### src/rtl/clock_div_pkg.sv
// ---------------------------------------------------------------------------
// clock_div_pkg
// Shared definitions for the multi-channel clock divider:
//   - mode_e         : per-channel output mode (toggle clock / tick only)
//   - CNT_W_DEF      : default counter/divisor width
//   - DEF_DIV_DEF    : default reset divisor
//   - SYS_CLK_HZ     : system clock frequency
//   - div_for_freq() : divisor giving a toggle-mode output of f_hz
// ---------------------------------------------------------------------------
package clock_div_pkg;

  typedef enum logic {
    MODE_TOGGLE = 1'b0,
    MODE_TICK   = 1'b1
  } mode_e;

  localparam int unsigned CNT_W_DEF   = 26;
  localparam int unsigned DEF_DIV_DEF = 500_000;
  localparam int unsigned SYS_CLK_HZ  = 100_000_000;

  // Toggle-mode output period is 2*(N+1) system clocks, so N = Fsys/(2f) - 1.
  // A zero or out-of-range request collapses to N=0 (fastest output).
  function automatic int unsigned div_for_freq(input int unsigned f_hz);
    int unsigned half;
    if (f_hz == 0) return 0;
    half = SYS_CLK_HZ / (2 * f_hz);
    return (half == 0) ? 0 : half - 1;
  endfunction

endpackage

### src/rtl/clock_div_ch.sv
// ---------------------------------------------------------------------------
// clock_div_ch
// One divider channel. Counts 0..N (N = active divisor) while enabled,
// pulsing tick at every wrap and, in toggle mode, flipping clk_out_o.
// Divisor writes while running are held pending until the next wrap so a
// period is never cut short or stretched mid-way.
// Optional macro CLOCK_DIV_MULTI_PHASE_SYNC_EN adds sync_i, which restarts
// the period of an enabled channel exactly like a disable does.
//
// Ports:
//   clk         system clock
//   rst         synchronous active-low reset
//   sync_i      phase-align strobe (only with CLOCK_DIV_MULTI_PHASE_SYNC_EN)
//   en_i        run enable
//   mode_i      MODE_TOGGLE / MODE_TICK
//   div_wr_i    one-cycle divisor write strobe
//   div_i       divisor value written by div_wr_i
//   clk_out_o   divided clock (registered)
//   tick_o      one-cycle wrap pulse (registered)
//   upd_pend_o  a written divisor is waiting for the next wrap
// ---------------------------------------------------------------------------
module clock_div_ch
  import clock_div_pkg::*;
#(
  parameter int unsigned CNT_W   = CNT_W_DEF,
  parameter int unsigned DEF_DIV = DEF_DIV_DEF
) (
  input  logic             clk,
  input  logic             rst,
`ifdef CLOCK_DIV_MULTI_PHASE_SYNC_EN
  input  logic             sync_i,
`endif
  input  logic             en_i,
  input  mode_e            mode_i,
  input  logic             div_wr_i,
  input  logic [CNT_W-1:0] div_i,
  output logic             clk_out_o,
  output logic             tick_o,
  output logic             upd_pend_o
);

  localparam logic [CNT_W-1:0] DEF_VAL = CNT_W'(DEF_DIV);

  logic [CNT_W-1:0] cnt_q, cnt_d;
  logic [CNT_W-1:0] act_q, act_d;
  logic [CNT_W-1:0] pend_q, pend_d;
  logic             pend_flag_q, pend_flag_d;
  logic             clk_q, clk_d;
  logic             tick_q, tick_d;

  logic             wrap;
  logic             restart;
  logic [CNT_W-1:0] boundary_div;

  // A restart drops the channel back to the start of a fresh period.
`ifdef CLOCK_DIV_MULTI_PHASE_SYNC_EN
  assign restart = !en_i || sync_i;
`else
  assign restart = !en_i;
`endif

  assign wrap = (cnt_q == act_q);

  // Divisor that takes over at a period boundary: a same-cycle write wins,
  // otherwise whatever was pending, otherwise keep the current one.
  assign boundary_div = div_wr_i    ? div_i  :
                        pend_flag_q ? pend_q : act_q;

  // NOTE: every always_comb output gets a default first so no path leaves it
  // unassigned; otherwise synthesis infers a latch.
  always_comb begin
    cnt_d       = cnt_q;
    act_d       = act_q;
    pend_d      = div_wr_i ? div_i : pend_q;
    pend_flag_d = pend_flag_q;
    clk_d       = clk_q;
    tick_d      = 1'b0;

    if (restart) begin
      cnt_d       = '0;
      clk_d       = 1'b0;
      act_d       = boundary_div;
      pend_flag_d = 1'b0;
    end else if (wrap) begin
      cnt_d       = '0;
      tick_d      = 1'b1;
      clk_d       = (mode_i == MODE_TOGGLE) ? ~clk_q : 1'b0;
      act_d       = boundary_div;
      pend_flag_d = 1'b0;
    end else begin
      cnt_d = cnt_q + CNT_W'(1);
      if (mode_i == MODE_TICK) clk_d = 1'b0;
      if (div_wr_i) pend_flag_d = 1'b1;
    end
  end

  // NOTE: sequential state uses non-blocking assignments so every register
  // samples the pre-edge values, independent of statement order.
  always_ff @(posedge clk) begin
    if (!rst) begin
      cnt_q       <= '0;
      act_q       <= DEF_VAL;
      pend_q      <= DEF_VAL;
      pend_flag_q <= 1'b0;
      clk_q       <= 1'b0;
      tick_q      <= 1'b0;
    end else begin
      cnt_q       <= cnt_d;
      act_q       <= act_d;
      pend_q      <= pend_d;
      pend_flag_q <= pend_flag_d;
      clk_q       <= clk_d;
      tick_q      <= tick_d;
    end
  end

  assign clk_out_o  = clk_q;
  assign tick_o     = tick_q;
  assign upd_pend_o = pend_flag_q;

endmodule

### src/rtl/clock_div_multi.sv
// ---------------------------------------------------------------------------
// clock_div_multi
// NUM_CH independent programmable clock dividers sharing the system clock.
// Each channel is a clock_div_ch; this level only slices the buses.
// Optional macro CLOCK_DIV_MULTI_PHASE_SYNC_EN adds sync_in, which restarts
// every enabled channel on the same edge to phase-align them.
//
// Ports:
//   clk       system clock (100 MHz)
//   rst       synchronous active-low reset
//   sync_in   phase-align strobe (only with CLOCK_DIV_MULTI_PHASE_SYNC_EN)
//   en        per-channel run enable
//   mode      per-channel mode: 0 toggle clock, 1 tick only
//   div_wr    per-channel divisor write strobe
//   div_in    flattened divisors, channel i at [i*CNT_W +: CNT_W]
//   clk_out   per-channel divided clock
//   tick      per-channel one-cycle wrap pulse
//   upd_pend  per-channel pending-divisor flag
// ---------------------------------------------------------------------------
module clock_div_multi
  import clock_div_pkg::*;
#(
  parameter int unsigned NUM_CH  = 4,
  parameter int unsigned CNT_W   = CNT_W_DEF,
  parameter int unsigned DEF_DIV = DEF_DIV_DEF
) (
  input  logic                    clk,
  input  logic                    rst,
`ifdef CLOCK_DIV_MULTI_PHASE_SYNC_EN
  input  logic                    sync_in,
`endif
  input  logic [NUM_CH-1:0]       en,
  input  logic [NUM_CH-1:0]       mode,
  input  logic [NUM_CH-1:0]       div_wr,
  input  logic [NUM_CH*CNT_W-1:0] div_in,
  output logic [NUM_CH-1:0]       clk_out,
  output logic [NUM_CH-1:0]       tick,
  output logic [NUM_CH-1:0]       upd_pend
);

  for (genvar i = 0; i < NUM_CH; i++) begin : g_ch
    clock_div_ch #(
      .CNT_W   (CNT_W),
      .DEF_DIV (DEF_DIV)
    ) u_ch (
      .clk        (clk),
      .rst        (rst),
`ifdef CLOCK_DIV_MULTI_PHASE_SYNC_EN
      .sync_i     (sync_in),
`endif
      .en_i       (en[i]),
      .mode_i     (mode_e'(mode[i])),
      .div_wr_i   (div_wr[i]),
      .div_i      (div_in[i*CNT_W +: CNT_W]),
      .clk_out_o  (clk_out[i]),
      .tick_o     (tick[i]),
      .upd_pend_o (upd_pend[i])
    );
  end

endmodule

### config.mk
export PLATFORM = sky130hd
export DESIGN_NAME = clock_div_multi
export DESIGN_NICKNAME = d
export VERILOG_FILES = /design/src/rtl/clock_div_pkg.sv /design/src/rtl/clock_div_ch.sv /design/src/rtl/clock_div_multi.sv
export SDC_FILE = /design/constraint.sdc
export NUM_CORES = 1
export LEC_CHECK = 0
export ABC_CLOCK_PERIOD_IN_PS = 2560
export BUFFER_PORTS_ARGS = -buffer_cell sky130_fd_sc_hd__buf_4
export CAP_MARGIN = 10
export CORE_MARGIN = 1.5
export CORE_UTILIZATION = 54
export CTS_BUF_LIST = sky130_fd_sc_hd__clkbuf_16
export DETAILED_ROUTE_END_ITERATION = 10
export GPL_ROUTABILITY_DRIVEN = 0
export HOLD_SLACK_MARGIN = 0.15
export PLACE_DENSITY_LB_ADDON = 0.15
export SETUP_SLACK_MARGIN = 0.5
export SLEW_MARGIN = 20
export SYNTH_ARGS = -nofsm -noshare
export SYNTH_HDL_FRONTEND = slang
export SYNTH_SLANG_ARGS = --single-unit
### constraint.sdc
create_clock -name clk -period 2.56 [get_ports clk]
set_input_delay 0.128 -clock clk [delete_from_list [all_inputs] [get_ports clk]]
set_output_delay 0.128 -clock clk [all_outputs]
set_load 0.01 [all_outputs]
# Word level (Yosys, flattened, before mapping)
# Cells that the tools add are included.
# W data, S select, Z words.
# op_classes
n_eq_ne	8
mux	32
n_reduce_logical	12
addsub	4
bitwise	9
# ops
op	n
$mux W26	16
$add A26 B1 Y26 const B	4
$eq A26 B26 Y1	4
$mux W1	16
$reduce_or A3 Y1	4
$not A1 Y1	9
$ne A2 B1 Y1 const B	4
$reduce_and A2 Y1	4
$reduce_bool A2 Y1	4
# word_totals
inputBits	118
register_bits	324
output_inout_bits	12

# Logic depth before layout (Yosys ltp)
# logic_depth
ltp_word	4
depth_mapped	8

# Modules after synthesis
# From an unflattened synthesis, not the netlist that was laid out.
# unflattened
cells_unflattened	1368
area_unflattened_um2	14348.8
# modules_own_cells
mod	area_each_um2	cells_per_inst	seq_area_each_um2	n_inst
clock_div_ch	3587.2	342	1621.6	4

# Worst setup path before layout
# Ideal clock, no wire load.
# synth_path
path_kind	register to register
from	register g_ch[2].u_ch.cnt_q[12]
to	register g_ch[2].u_ch.act_q[10]
n_path_buf	1
path_slack_ns	0.315
synth_period_minus_slack_ns	2.245
path_stages_with_launch	7
t_arrival_ns	2.124
t_required_ns	2.439
cell_sequence	dfxtp_1 -> xor2_1 -> nor4_2 -> nand4_2 -> o41ai_4 -> buf_6 -> mux2_4
# synth_between
elab_chain_len	2
# synth_rtl
element	line	rtl
from (decl)	clock_div_ch.sv:44	logic [CNT_W-1:0] cnt_q, cnt_d;
from (signal assigned)	clock_div_ch.sv:108	cnt_q <= cnt_d;
$eq A26 B26 Y1	clock_div_ch.sv:62	assign wrap = (cnt_q == act_q);
$ne A2 B1 Y1 (no source line)	--	
to (signal assigned)	clock_div_ch.sv:109	act_q <= act_d;
to (decl)	clock_div_ch.sv:45	logic [CNT_W-1:0] act_q, act_d;
# Every way passes these cells.
# A chain may end at the register's enable or synchronous reset.

# Worst setup path after layout
# layout_path
from	register g_ch[3].u_ch.cnt_q[16]
to	register g_ch[3].u_ch.act_q[6]
# layout_between
elab_chain_len	2
# layout_rtl
element	line
from (decl)	clock_div_ch.sv:44
from (signal assigned)	clock_div_ch.sv:108
$eq A26 B26 Y1	clock_div_ch.sv:62
$ne A2 B1 Y1 (no source line)	--
to (signal assigned)	clock_div_ch.sv:109
to (decl)	clock_div_ch.sv:45
# Every way passes these cells.

==> results_dict.tcl <==
set metrics [dict create \
    p_leak_nw 7.47 \
    path_class "register to register" \
    dp_cells 1783 \
    yosys_register_bits 324 \
    finalCritPeriodShare_pct 84.4 \
    synth_ff_type "dfxtp_1" \
    io_pins 130 \
    avgViaCountPerCell 5.04 \
    netlist_area_um2 14100 \
    place_ws_ns 0.239 \
    crit_path_end_kind "register" \
    synth_cells 1375 \
    hp-class "input port to register" \
    final_cell_mix "dfxtp_1, buf_4, dlygate4sd3_1" \
    root_buffer "clkbuf_16" \
    place_area_um2 15400 \
    die-area_um2 27100 \
    core_area_um2 25800 \
    cell_internal_pwr_w 0.00854 \
    async_flop_share_pct 0 \
    slew_headroom_pct 64.4 \
    comb_power_share_pct 9.7 \
    diodes 0 \
    min_period_ns 2.16 \
    cap_violations 0 \
    ant_nets 0 \
    grt_pass1_wl_um 49200 \
    clock_sinks 324 \
    cts_tree "done" \
    synth-warning-count 0 \
    syn_nets 1497 \
    fin_nets 1755 \
    layout-drive-gt1-share_pct 24.5 \
    met3_usage_pct 3.39 \
    grt_max_degree 63 \
    outcome "finished, final reports clean" \
    use_met1_pct 28.8 \
    insertion_delay_ns 0.50 \
    fmax_mhz 463 \
    clockBufferDepth 3 \
    rows 59 \
    dr.pass1.iters 4 \
    swShare_pct 22.9 \
    numPortBuffers 129 \
    powerDensity_nw_per_um2 609 \
    first_iter_violations 647 \
    yosys.cell_types.count 39 \
    synth_edf_count 0 \
    routed_wl_um 30900 \
    p_clk_share_pct 42.2 \
    setup_tns_ns 0 \
    drc 0 \
    dp_hpwl_um 19200 \
    grt.met2_usage_pct 38.6 \
    pwr-share-seq_pct 48.0 \
    rsz0062_at_grt "yes" \
    fin_ws_ns 0.398 \
    vias 10043 \
    die_w_um 165 \
    nFillCells 1895 \
    path_max_fanout 7 \
    grt-busiest-layer "met2" \
    startpoint_type "register" \
    worstMarginPinSlew_ns 0.534 \
    antenna_found_initial 0 \
    power.switching_w 0.00253 \
    slowest_delay_ns 0.45 \
    grt.overflow.total 0 \
    cts_buffers 35 \
    seq_area_frac_synth_pct 45.9 \
    hold_viol 0 \
    stdcell_area_um2 18200 \
    synth.avg_cell_area_um2 10.3 \
    cp_cell_sequence "xnor2_1, nand4_1, o41ai_4, buf_4, buf_12, mux2_4" \
    peakVddDrop_mv 0.599 \
    skew_ns 0.0112 \
    synthToLayoutAreaGrowth_pct 28.7 \
    cts.clk_slew.worst_paths_ns 0.06 \
    drv_slew 0 \
    dieHeight_um 165 \
    grt_usage_pct 22.5 \
    layout.cells.non_filler 1992 \
    mostFrequentLayoutCell "dfxtp_1" \
    worstPathArrival_ns 2.55 \
    grt_pass1_vias 10163 \
    cts_max_level 2 \
    required_ns 2.95 \
    post_drt_wl_per_cell_um 15.5 \
    crit_slowest_cell "o41ai_4" \
    start_util_pct 54.7 \
    finalSetupViolCount 0 \
]
## power by group through the flow
stage / registers, W / clock network [W] / logic, W
final: 0.00532 / 0.00468 / 0.00108
after global routing: 0.00534 / 0.00498 / 0.00117
after CTS: 0.00532 / 0.00478 / 0.00103
after detailed placement: 0.00543 / 0 / 0.000851
after global placement: 0.00543 / 0 / 0.000835
after floorplan: 0.00540 / 0 / 0.000578
## registers in the layout, summed over array words and instances (netlist names)
register,count
g_ch.u_ch.act_q,104
g_ch.u_ch.clk_out_o,4
g_ch.u_ch.cnt_q,104
g_ch.u_ch.pend_q,104
g_ch.u_ch.tick_o,4
g_ch.u_ch.upd_pend_o,4
## synth_stat cells (38+ instances only)
cell type,number,area share [%]
and2_1,82,3.6
clkbuf_1,53,1.4
dfxtp_1,324,46
mux2_2,66,5.3
mux2_4,40,4.3
mux2i_1,104,7.4
nand2_1,64,1.7
nand3_1,38,1.3
nand4_1,40,1.8
nor2_1,133,3.5
nor2b_1,76,3.4
xnor2_1,88,5.5
xor2_1,111,6.9
## repair_timing
item                                    CTS  global route
hold buffers                            118             0
endpoints found under the setup margin  107           164
buffers inserted                          6            18
resized for setup                        20            67
pin swaps                                 4            32
cloned                                    3             3
endpoints found under the hold margin   241             0
## metal layers
layer	vias to the layer above	routed length, µm
met1	4708	14400
li1	5110	-
met4	0	668
met3	47	963
met2	178	14900
met5	-	0
## per-stage QoR
stage / hold slack, ns / total power [W] / util [%]
after global placement: 0.294 / 0.00626 / 59.5
after CTS: 0.158 / 0.0111 / 68.8
after global routing: 0.188 / 0.0115 / 70.4
after detailed placement: 0.298 / 0.00628 / 59.5
final: 0.166 / 0.0111 / 70.4
after floorplan: 0.206 / 0.00598 / -
## final cells by class
class	instances	area [µm²]	share of cell area [%]
clock buffer	35	876	4.82
clock inverter	26	173	0.950
inverter	8	30.0	0.165
multi-input combinational	964	7460	41.0
sequential	324	6520	35.8
tap	335	419	2.31
timing repair buffer	300	2710	14.9
## path summary, 6_finish.rpt
path	startpoint	end	slack, ns	cells past startpoint
hold reg to reg	g_ch[3].u_ch.cnt_q[0]	g_ch[3].u_ch.cnt_q[0]	0.46	1
setup / recovery	g_ch[3].u_ch.cnt_q[16]	g_ch[3].u_ch.act_q[6]	0.40	6
hold / removal	div_wr[0]	g_ch[0].u_ch.upd_pend_o	0.17	3
setup reg to reg	g_ch[3].u_ch.cnt_q[16]	g_ch[3].u_ch.act_q[6]	0.40	6
## critical path: cells and delay by family (launching register included)
family | cells | cell delay, ns
XOR/XNOR | 1 | 0.20
flip-flops | 1 | 0.42
AO/OA/AOI/OAI | 1 | 0.45
multiplexers | 1 | 0.30
AND/OR/NAND/NOR | 1 | 0.33
buffers and inverters | 2 | 0.35
## cell families after synthesis
family | Yosys count | synth area share [%]
adder cells (fa/ha/maj) | 4 | 0.354
multiplexers | 210 | 16.9
AO/OA/AOI/OAI | 14 | 1.15
buffers and inverters | 87 | 2.89
XOR/XNOR | 199 | 12.3
flip-flops | 324 | 45.9
AND/OR/NAND/NOR | 537 | 20.5
Power figures use the tool's default switching activity.
